### src/rtl/eth_frame_loop_tx_if.sv
// rtl/eth_frame_loop_tx_if.sv - frame, descriptor and MAC TX stream bundle
interface eth_frame_loop_tx_if;
  logic [7:0]  s_axis_frame_tdata;
  logic        s_axis_frame_tuser;
  logic        s_axis_frame_tlast;
  logic        s_axis_frame_tvalid;
  logic        s_axis_frame_tready;
  logic [31:0] s_axis_csum_tdata;
  logic        s_axis_csum_tvalid;
  logic        s_axis_csum_tready;
  logic [7:0]  m_axis_tdata;
  logic        m_axis_tuser;
  logic        m_axis_tlast;
  logic        m_axis_tvalid;
  logic        m_axis_tready;

  // Source side: drives both FIFO streams, receives the MAC stream
  modport master (
    output s_axis_frame_tdata, s_axis_frame_tuser, s_axis_frame_tlast, s_axis_frame_tvalid,
    input  s_axis_frame_tready,
    output s_axis_csum_tdata, s_axis_csum_tvalid,
    input  s_axis_csum_tready,
    input  m_axis_tdata, m_axis_tuser, m_axis_tlast, m_axis_tvalid,
    output m_axis_tready
  );

  // TX stage side
  modport slave (
    input  s_axis_frame_tdata, s_axis_frame_tuser, s_axis_frame_tlast, s_axis_frame_tvalid,
    output s_axis_frame_tready,
    input  s_axis_csum_tdata, s_axis_csum_tvalid,
    output s_axis_csum_tready,
    output m_axis_tdata, m_axis_tuser, m_axis_tlast, m_axis_tvalid,
    input  m_axis_tready
  );
endinterface

### src/rtl/eth_frame_loop_tx.sv
// rtl/eth_frame_loop_tx.sv - loopback TX stage: checksum patch and forward to MAC
module eth_frame_loop_tx #(
  parameter int CNT_WIDTH = 32
) (
  input  logic                 clk,
  input  logic                 rst_n,
  input  logic                 cnt_clear,
  eth_frame_loop_tx_if.slave   bus,
  output logic [CNT_WIDTH-1:0] tx_frames,
  output logic [CNT_WIDTH-1:0] tx_aborted
);

  typedef enum logic {ST_WAIT_CSUM, ST_FORWARD} state_t;

  state_t      state;
  logic [15:0] byte_idx;
  logic [15:0] csum_val;
  logic [15:0] csum_off;
  logic        patch_en;
  logic        abort_seen;

  logic        fwd;
  logic        beat;
  logic        frame_done;
  logic        frame_abort;
  logic [15:0] csum_off_lo;

  assign fwd         = (state == ST_FORWARD);
  assign beat        = fwd && bus.s_axis_frame_tvalid && bus.m_axis_tready;
  assign frame_done  = beat && bus.s_axis_frame_tlast;
  assign frame_abort = abort_seen || bus.s_axis_frame_tuser;
  // Offset is always even, so +1 never carries out of 16 bits
  assign csum_off_lo = csum_off + 16'd1;

  // Pass-through handshake; nothing is presented to the MAC until a descriptor is held
  always_comb begin
    bus.s_axis_csum_tready  = !fwd;
    bus.s_axis_frame_tready = fwd && bus.m_axis_tready;
    bus.m_axis_tvalid       = fwd && bus.s_axis_frame_tvalid;
    bus.m_axis_tuser        = fwd && bus.s_axis_frame_tuser;
    bus.m_axis_tlast        = fwd && bus.s_axis_frame_tlast;
    bus.m_axis_tdata        = 8'h00;
    if (fwd) begin
      if (patch_en && byte_idx == csum_off)
        bus.m_axis_tdata = csum_val[15:8];
      else if (patch_en && byte_idx == csum_off_lo)
        bus.m_axis_tdata = csum_val[7:0];
      else
        bus.m_axis_tdata = bus.s_axis_frame_tdata;
    end
  end

  // Descriptor latch, byte position tracking and frame sequencing
  always_ff @(posedge clk) begin
    if (!rst_n) begin
      state      <= ST_WAIT_CSUM;
      byte_idx   <= 16'd0;
      csum_val   <= 16'd0;
      csum_off   <= 16'd0;
      patch_en   <= 1'b0;
      abort_seen <= 1'b0;
    end else begin
      case (state)
        ST_WAIT_CSUM: begin
          if (bus.s_axis_csum_tvalid) begin
            csum_val   <= bus.s_axis_csum_tdata[31:16];
            csum_off   <= {bus.s_axis_csum_tdata[15:1], 1'b0};
            patch_en   <= bus.s_axis_csum_tdata[0];
            byte_idx   <= 16'd0;
            abort_seen <= 1'b0;
            state      <= ST_FORWARD;
          end
        end
        ST_FORWARD: begin
          if (beat) begin
            if (byte_idx != 16'hFFFF)
              byte_idx <= byte_idx + 16'd1;
            abort_seen <= frame_abort;
            if (bus.s_axis_frame_tlast)
              state <= ST_WAIT_CSUM;
          end
        end
        default: state <= ST_WAIT_CSUM;
      endcase
    end
  end

  // Statistics: clear wins over a same-cycle frame completion; counters wrap
  always_ff @(posedge clk) begin
    if (!rst_n || cnt_clear) begin
      tx_frames  <= '0;
      tx_aborted <= '0;
    end else if (frame_done) begin
      if (frame_abort)
        tx_aborted <= tx_aborted + {{(CNT_WIDTH-1){1'b0}}, 1'b1};
      else
        tx_frames  <= tx_frames + {{(CNT_WIDTH-1){1'b0}}, 1'b1};
    end
  end

endmodule

### src/flat_wrapper.sv
// flat-port wrapper written by rule: the top's interface ports become plain ports
module eth_frame_loop_tx_flat 
#(
  parameter int CNT_WIDTH = 32
)
  (clk, rst_n, cnt_clear, tx_frames, tx_aborted, bus_s_axis_frame_tdata, bus_s_axis_frame_tuser, bus_s_axis_frame_tlast, bus_s_axis_frame_tvalid, bus_s_axis_frame_tready, bus_s_axis_csum_tdata, bus_s_axis_csum_tvalid, bus_s_axis_csum_tready, bus_m_axis_tdata, bus_m_axis_tuser, bus_m_axis_tlast, bus_m_axis_tvalid, bus_m_axis_tready);
  eth_frame_loop_tx_if bus_i ();
  input  logic clk;
  input  logic rst_n;
  input  logic cnt_clear;
  output logic [CNT_WIDTH-1:0] tx_frames;
  output logic [CNT_WIDTH-1:0] tx_aborted;
  input wire logic [$bits(bus_i.s_axis_frame_tdata)-1:0] bus_s_axis_frame_tdata;
  input wire logic [$bits(bus_i.s_axis_frame_tuser)-1:0] bus_s_axis_frame_tuser;
  input wire logic [$bits(bus_i.s_axis_frame_tlast)-1:0] bus_s_axis_frame_tlast;
  input wire logic [$bits(bus_i.s_axis_frame_tvalid)-1:0] bus_s_axis_frame_tvalid;
  output wire logic [$bits(bus_i.s_axis_frame_tready)-1:0] bus_s_axis_frame_tready;
  input wire logic [$bits(bus_i.s_axis_csum_tdata)-1:0] bus_s_axis_csum_tdata;
  input wire logic [$bits(bus_i.s_axis_csum_tvalid)-1:0] bus_s_axis_csum_tvalid;
  output wire logic [$bits(bus_i.s_axis_csum_tready)-1:0] bus_s_axis_csum_tready;
  output wire logic [$bits(bus_i.m_axis_tdata)-1:0] bus_m_axis_tdata;
  output wire logic [$bits(bus_i.m_axis_tuser)-1:0] bus_m_axis_tuser;
  output wire logic [$bits(bus_i.m_axis_tlast)-1:0] bus_m_axis_tlast;
  output wire logic [$bits(bus_i.m_axis_tvalid)-1:0] bus_m_axis_tvalid;
  input wire logic [$bits(bus_i.m_axis_tready)-1:0] bus_m_axis_tready;
  assign bus_i.s_axis_frame_tdata = bus_s_axis_frame_tdata;
  assign bus_i.s_axis_frame_tuser = bus_s_axis_frame_tuser;
  assign bus_i.s_axis_frame_tlast = bus_s_axis_frame_tlast;
  assign bus_i.s_axis_frame_tvalid = bus_s_axis_frame_tvalid;
  assign bus_s_axis_frame_tready = bus_i.s_axis_frame_tready;
  assign bus_i.s_axis_csum_tdata = bus_s_axis_csum_tdata;
  assign bus_i.s_axis_csum_tvalid = bus_s_axis_csum_tvalid;
  assign bus_s_axis_csum_tready = bus_i.s_axis_csum_tready;
  assign bus_m_axis_tdata = bus_i.m_axis_tdata;
  assign bus_m_axis_tuser = bus_i.m_axis_tuser;
  assign bus_m_axis_tlast = bus_i.m_axis_tlast;
  assign bus_m_axis_tvalid = bus_i.m_axis_tvalid;
  assign bus_i.m_axis_tready = bus_m_axis_tready;
  eth_frame_loop_tx #(.CNT_WIDTH(CNT_WIDTH)) u_core (.clk(clk), .rst_n(rst_n), .cnt_clear(cnt_clear), .bus(bus_i), .tx_frames(tx_frames), .tx_aborted(tx_aborted));
endmodule
### config.mk
export PLATFORM = sky130hd
export DESIGN_NAME = eth_frame_loop_tx_flat
export DESIGN_NICKNAME = d
export VERILOG_FILES = /design/src/rtl/eth_frame_loop_tx_if.sv /design/src/rtl/eth_frame_loop_tx.sv /design/src/flat_wrapper.sv
export SDC_FILE = /design/constraint.sdc
export NUM_CORES = 1
export LEC_CHECK = 0
export CORE_MARGIN = 4
export CORE_UTILIZATION = 44
export CTS_BUF_LIST = sky130_fd_sc_hd__clkbuf_4 sky130_fd_sc_hd__clkbuf_8
export CTS_CLUSTER_DIAMETER = 80
export DETAILED_ROUTE_END_ITERATION = 10
export GPL_TIMING_DRIVEN = 0
export PLACE_DENSITY = 0.72
export SLEW_MARGIN = 0
export SYNTH_ARGS = -nofsm -noshare
export SYNTH_HDL_FRONTEND = slang
export SYNTH_SLANG_ARGS = --single-unit
### constraint.sdc
create_clock -name clk -period 3.3 [get_ports clk]
set_input_delay 0.33 -clock clk [delete_from_list [all_inputs] [get_ports clk]]
set_output_delay 0.33 -clock clk [all_outputs]
set_load 0.005 [all_outputs]
Word-level counts from Yosys, hierarchy flattened
Cells that the tools add are included.
W data, S select, Z words.
{ "totals": {"memories": 0, "ff_bits": 114, "wordCells": 51, "input_bits": 48, "mem_bits_rw": 0, "rom_bits": 0, "latchBits": 0} }
{ "classes": {"order_cmp": 0, "shifts": 0, "n_addsub": 4, "n_bitwise": 2, "eq_ne": 6, "mux": 14, "multipliers": 0, "div": 0, "reduce_logical": 17} }
{ "op_table": {"columns": ["operator", "n"], "rows": [
  ["$add A32 B1 Y32 const B", 2],
  ["$mux W16", 3],
  ["$add A16 B1 Y16 const B", 2],
  ["$eq A16 B16 Y1", 2],
  ["$pmux W16 S2", 1],
  ["$mux W8", 3],
  ["$ne A16 B16 Y1 const B", 1],
  ["$logic_and A1 B1 Y1", 8],
  ["$reduce_and A2 Y1", 4],
  ["$ne A2 B2 Y1 const B", 3],
  ["$mux W1", 5],
  ["$pmux W1 S2", 2],
  ["$reduce_and A3 Y1", 1],
  ["$logic_not A1 Y1", 2],
  ["$logic_or A1 B1 Y1", 2],
  ["$not A1 Y1", 2]
]} }

Depth between registers and ports, before layout
Gate-level depths: netlist of the first run.
{ "depth": {"depth_word": 6, "mapped_depth": 7} }

Worst setup path before layout of the first run
Ideal clock, no wire load.
{ "synth_timing": {"path_type": "flip-flop to output port", "from": "reg u_core.byte_idx[8]", "to": "out bus_m_axis_tdata[5]", "setup_slack_ps": 1093, "path_stages_with_launch": 8, "n_path_buf": 2, "required_ps": 2970, "t_arrival_ps": 1877, "path_cell_list": "dfxtp_1 clkbuf_1 xnor2_1 nand4_1 nor4_2 clkbuf_1 nor2_1 a211oi_1"} }
{ "synth_via": {"elab_chain_cells": 5} }
{ "synth_rtl": {"columns": ["item", "line_no", "source"], "rows": [
  ["start: declaration", "eth_frame_loop_tx.sv:16", "logic [15:0] byte_idx;"],
  ["start signal: assignment", "eth_frame_loop_tx.sv:77", "byte_idx <= byte_idx + 16'd1;"],
  ["$eq A16 B16 Y1", "eth_frame_loop_tx.sv:46", "else if (patch_en && byte_idx == csum_off_lo)"],
  ["$logic_and A1 B1 Y1", "eth_frame_loop_tx.sv:46", null],
  ["$mux W8", "eth_frame_loop_tx.sv:46", null],
  ["$mux W8 *", "eth_frame_loop_tx.sv:44", "if (patch_en && byte_idx == csum_off)"],
  ["$mux W8 *", "eth_frame_loop_tx.sv:43", "if (fwd) begin"],
  ["end: declaration", "flat_wrapper.sv:21", "output wire logic [$bits(bus_i.m_axis_tdata)-1:0] bus_m_axis_tdata;"]
]} }
Every way passes the cells marked *; elsewhere a longest branch is shown, timed or not.

Worst setup path in the final report of the first run
{ "layout_timing": {"from": "reg u_core.byte_idx[9]", "to": "out bus_m_axis_tdata[6]"} }
The elaborated chain is that of the path after synthesis.

==> results of run 1 <==
-- flip-flops by register name, indices dropped and copies added, names as in the netlist --
signal and cells:
u_core.csum_val 16, u_core.patch_en 1, u_core.abort_seen 1, u_core.csum_off 15, u_core.byte_idx 16, u_core.fwd 1
u_core.tx_aborted 32, u_core.tx_frames 32
-- stage by stage --
stage | std cells | hold slack (ps)
after floorplan | 654 | 420
after global placement | 925 | 452
after detailed placement | 925 | 459
after CTS | 958 | 437
after global routing | 956 | 441
final | 956 | 453
-- where the power goes --
part / internal [mW] / switching, mW / total (mW) / leakage [nW]
registers: 1.40 / 0.0150 / 1.42 / 0.923
clock network: 0.995 / 0.557 / 1.55 / 0.239
logic: 0.112 / 0.106 / 0.218 / 1.18
total: 2.51 / 0.678 / 3.18 / 2.34
-- per-layer routing --
layer	share of wire (%)	global-route usage, %	vias up
li1	-	-	2571
met1	44	24.8	2404
met2	49	34.7	153
met3	5.9	6.55	16
met4	1.4	6.30	0
met5	0	0	-
-- tightest hold or removal path, delay by kind of cell --
kind / cells / cell delay [ps]
simple gates: 1 / 50
compound gates: 1 / 60
buf+inv: 1 / 390
-- area by class of cell --
class / instances / area, sq um / share of cell area, %
Multi-Input combinational cell: 496 / 2970 / 40.6
Sequential cell: 114 / 2280 / 31.1
Timing Repair Buffer: 125 / 1250 / 17.0
Clock buffer: 23 / 304 / 4.15
Tap cell: 147 / 184 / 2.51
Clock inverter: 9 / 175 / 2.39
Buffer: 30 / 118 / 1.60
Inverter: 12 / 45.0 / 0.614
-- cells by family (layout without fill, tap and decap cells) --
| kind of cell | after synthesis | count (layout) |
|---|---|---|
| muxes | 10 | 10 |
| AOI/OAI and AO/OA | 118 | 118 |
| buffers and inverters | 44 | 199 |
| adders and majority gates | 3 | 3 |
| DFF | 114 | 114 |
| xor gates and xnor gates | 60 | 60 |
| and+or+nand+nor | 305 | 305 |
-- timing repair --
item,CTS,global route
buffers inserted,1,0
gates resized for setup,2,0
pin swaps,1,0
endpoints found under the setup margin,8,6
-- cell usage in the layout (no fill, tap or decap), types with 6 or more instances in the layout --
master | Yosys | routed
xor2_1 | 12 | 12
a21oi_1 | 30 | 30
xnor2_1 | 48 | 48
and3_1 | 14 | 14
clkbuf_8 | 0 | 21
nor3_1 | 18 | 18
o21ai_0 | 24 | 24
clkbuf_1 | 26 | 23
a21boi_0 | 33 | 33
dfxtp_1 | 114 | 114
clkdlybuf4s50_1 | 0 | 124
or3_1 | 22 | 22
nand3_1 | 24 | 24
nand4_1 | 22 | 22
inv_1 | 11 | 11
a211oi_1 | 9 | 9
and4_1 | 13 | 13
mux2i_1 | 10 | 10
nand2_1 | 94 | 94
and2_1 | 7 | 7
nor2_1 | 65 | 65
nand2b_1 | 6 | 6
nor4_1 | 7 | 7
-- how the worst min path moves through the flow --
stage	startpoint	to	slack, ps	cells after the start
final	bus_s_axis_csum_tdata[4]	u_core.csum_off[4]	450	3
after global routing	bus_s_axis_csum_tdata[8]	u_core.csum_off[8]	440	3
after CTS	bus_s_axis_csum_tdata[4]	u_core.csum_off[4]	440	3
after detailed placement	u_core.csum_val[6]	u_core.csum_val[6]	460	2
after global placement	u_core.tx_frames[31]	u_core.tx_frames[31]	450	2
after floorplan	bus_s_axis_frame_tlast	u_core.fwd	420	1
==> impl_metrics.json, run 1 <==
{
  "skew_ps": 13.0,
  "nFillCells": 1068,
  "max_slew_margin_pct": 53.2,
  "synth_nets": 705,
  "dpl_cell_area_sq_mm": 0.00684,
  "num_vias": 5144,
  "worstSetupEndpointType": "primary output",
  "core_area_sq_mm": 0.0120,
  "antenna_found_initial": 0,
  "rows": 40,
  "critPathMaxFanout": 10,
  "synthTopCellsByCount": "dfxtp_1 (114), nand2_1 (94), nor2_1 (65), xnor2_1 (48), a21boi_0 (33)",
  "synthMuxAreaShare_pct": 1.85,
  "clock_sinks": 114,
  "clk_latency_ps": 430,
  "final_hold_viol_count": 0,
  "cp_slowest_cell": "clkdlybuf4s50_1",
  "grt_use_total_pct": 20.5,
  "syn_avg_cell_area_sq_um": 8.28,
  "r2r-start": "u_core.fwd",
  "tightest_slew_ps": 702,
  "fin_util_pct": 61.0,
  "crit_end": "bus_m_axis_tdata[6]",
  "grt_max_degree": 17,
  "synthCells": 654,
  "p_leak_nw": 2.34,
  "p_total_mw": 3.18,
  "cts_root_buffer": "clkbuf_8",
  "synthAdderAreaFrac_pct": 0.693,
  "path_clk_slew_ps": 70,
  "ir_drop_mv": 0.258,
  "gp_congestion": 0.835,
  "viasPerCell": 5.38,
  "rr_endpoint": "u_core.tx_aborted[30]",
  "slew_viol_final": 0,
  "die-area_sq_mm": 0.0141,
  "crit_path_cell_trace": "xnor2_1, nand4_1, nor4_4, clkbuf_2, nor2_1, a211oi_1, clkdlybuf4s50_1",
  "firstDrtPassIters": 4,
  "grt_first_pass_wirelength_microns": 23800,
  "ys_types": 45,
  "post_synth_xor_area_fraction_pct": 9.70,
  "drc_errors": 0,
  "synth.largest_area_cell": "dfxtp_1",
  "nets": 847,
  "rrSetupSlack_ps": 890,
  "r2r_cells": 6,
  "yosysTopAreaCellShare_pct": 42.1,
  "portBuffers": 124,
  "cp_data_arrival_time_ps": 2770,
  "synth_area_leaders": "dfxtp_1 (42%), xnor2_1 (7.8%), nand2_1 (6.5%), a21boi_0 (4.6%), nor2_1 (4.5%)",
  "async_flop_share_pct": 0,
  "diodes": 0,
  "ys_ff_latch": 114,
  "fin_area_sq_mm": 0.00733,
  "synth-simple-area-share_pct": 28.5,
  "cp_num_buf_inv": 2,
  "crit_start": "u_core.byte_idx[9]",
  "yosysSeqAreaShare_pct": 42.1,
  "rsz0062_at_grt": "no",
  "htree_num_levels": 4,
  "yosys_warnings": 0,
  "crit_cells": 7,
  "crit_type": "register to primary output",
  "drtAntennaViolNets": 0,
  "fp.dieW_microns": 119,
  "cts_made_buffers": 17,
  "cp-start-kind": "register",
  "cts_tree": "yes",
  "start_util_pct": 45.1,
  "yosysMostFrequentCell": "dfxtp_1",
  "finalCriticalPeriod_ps": 3100,
  "mappedNetlistArea_sq_mm": 0.00542,
  "setup_viol": 0,
  "powerDensity_mw_per_mm2": 434,
  "syn2layout_area_growth_pct": 35.3,
  "hold_buffers": 0,
  "worst_hold_path_type": "input port to register",
  "synth-compound-area-share_pct": 14.0,
  "grt_pass1_vias": 5043,
  "post-place-ws_ps": 116,
  "cts_buffer_depth": 2,
  "synth_top_family_by_area": "simple AND/OR/NAND/NOR gates",
  "fmax_ghz": 0.322,
  "drt_wl_total_microns": 14400,
  "drt-wirelength-per-cell_microns": 15.1,
  "timing.final.crit_share_pct": 94.0,
  "drv_cap": 0,
  "dp_hpwl_microns": 10900,
  "drive_above_1_share_pct": 5.56,
  "critPathTopFamily": "buffers and inverters",
  "critPathMaxStageDelay_ps": 540,
  "overflow": 0,
  "setup_tns_ps": 0,
  "status": "complete, no violations",
  "synth_ff_type": "dfxtp_1",
  "boundaryPins": 125,
  "die_h_microns": 119,
  "worst_ep_required_time_ps": 2970,
  "dr.first_iter.drc_count": 355,
  "synth_edf_count": 0,
  "fin_ws_ps": 197
}
Note: power is estimated with default switching activity, not from simulation.
==> run 2, diff against run 1 <==
- CAP_MARGIN: unset -> 20
==> results of run 2 <==
The final DEF is identical to that of run 1; final timing and power are the same.
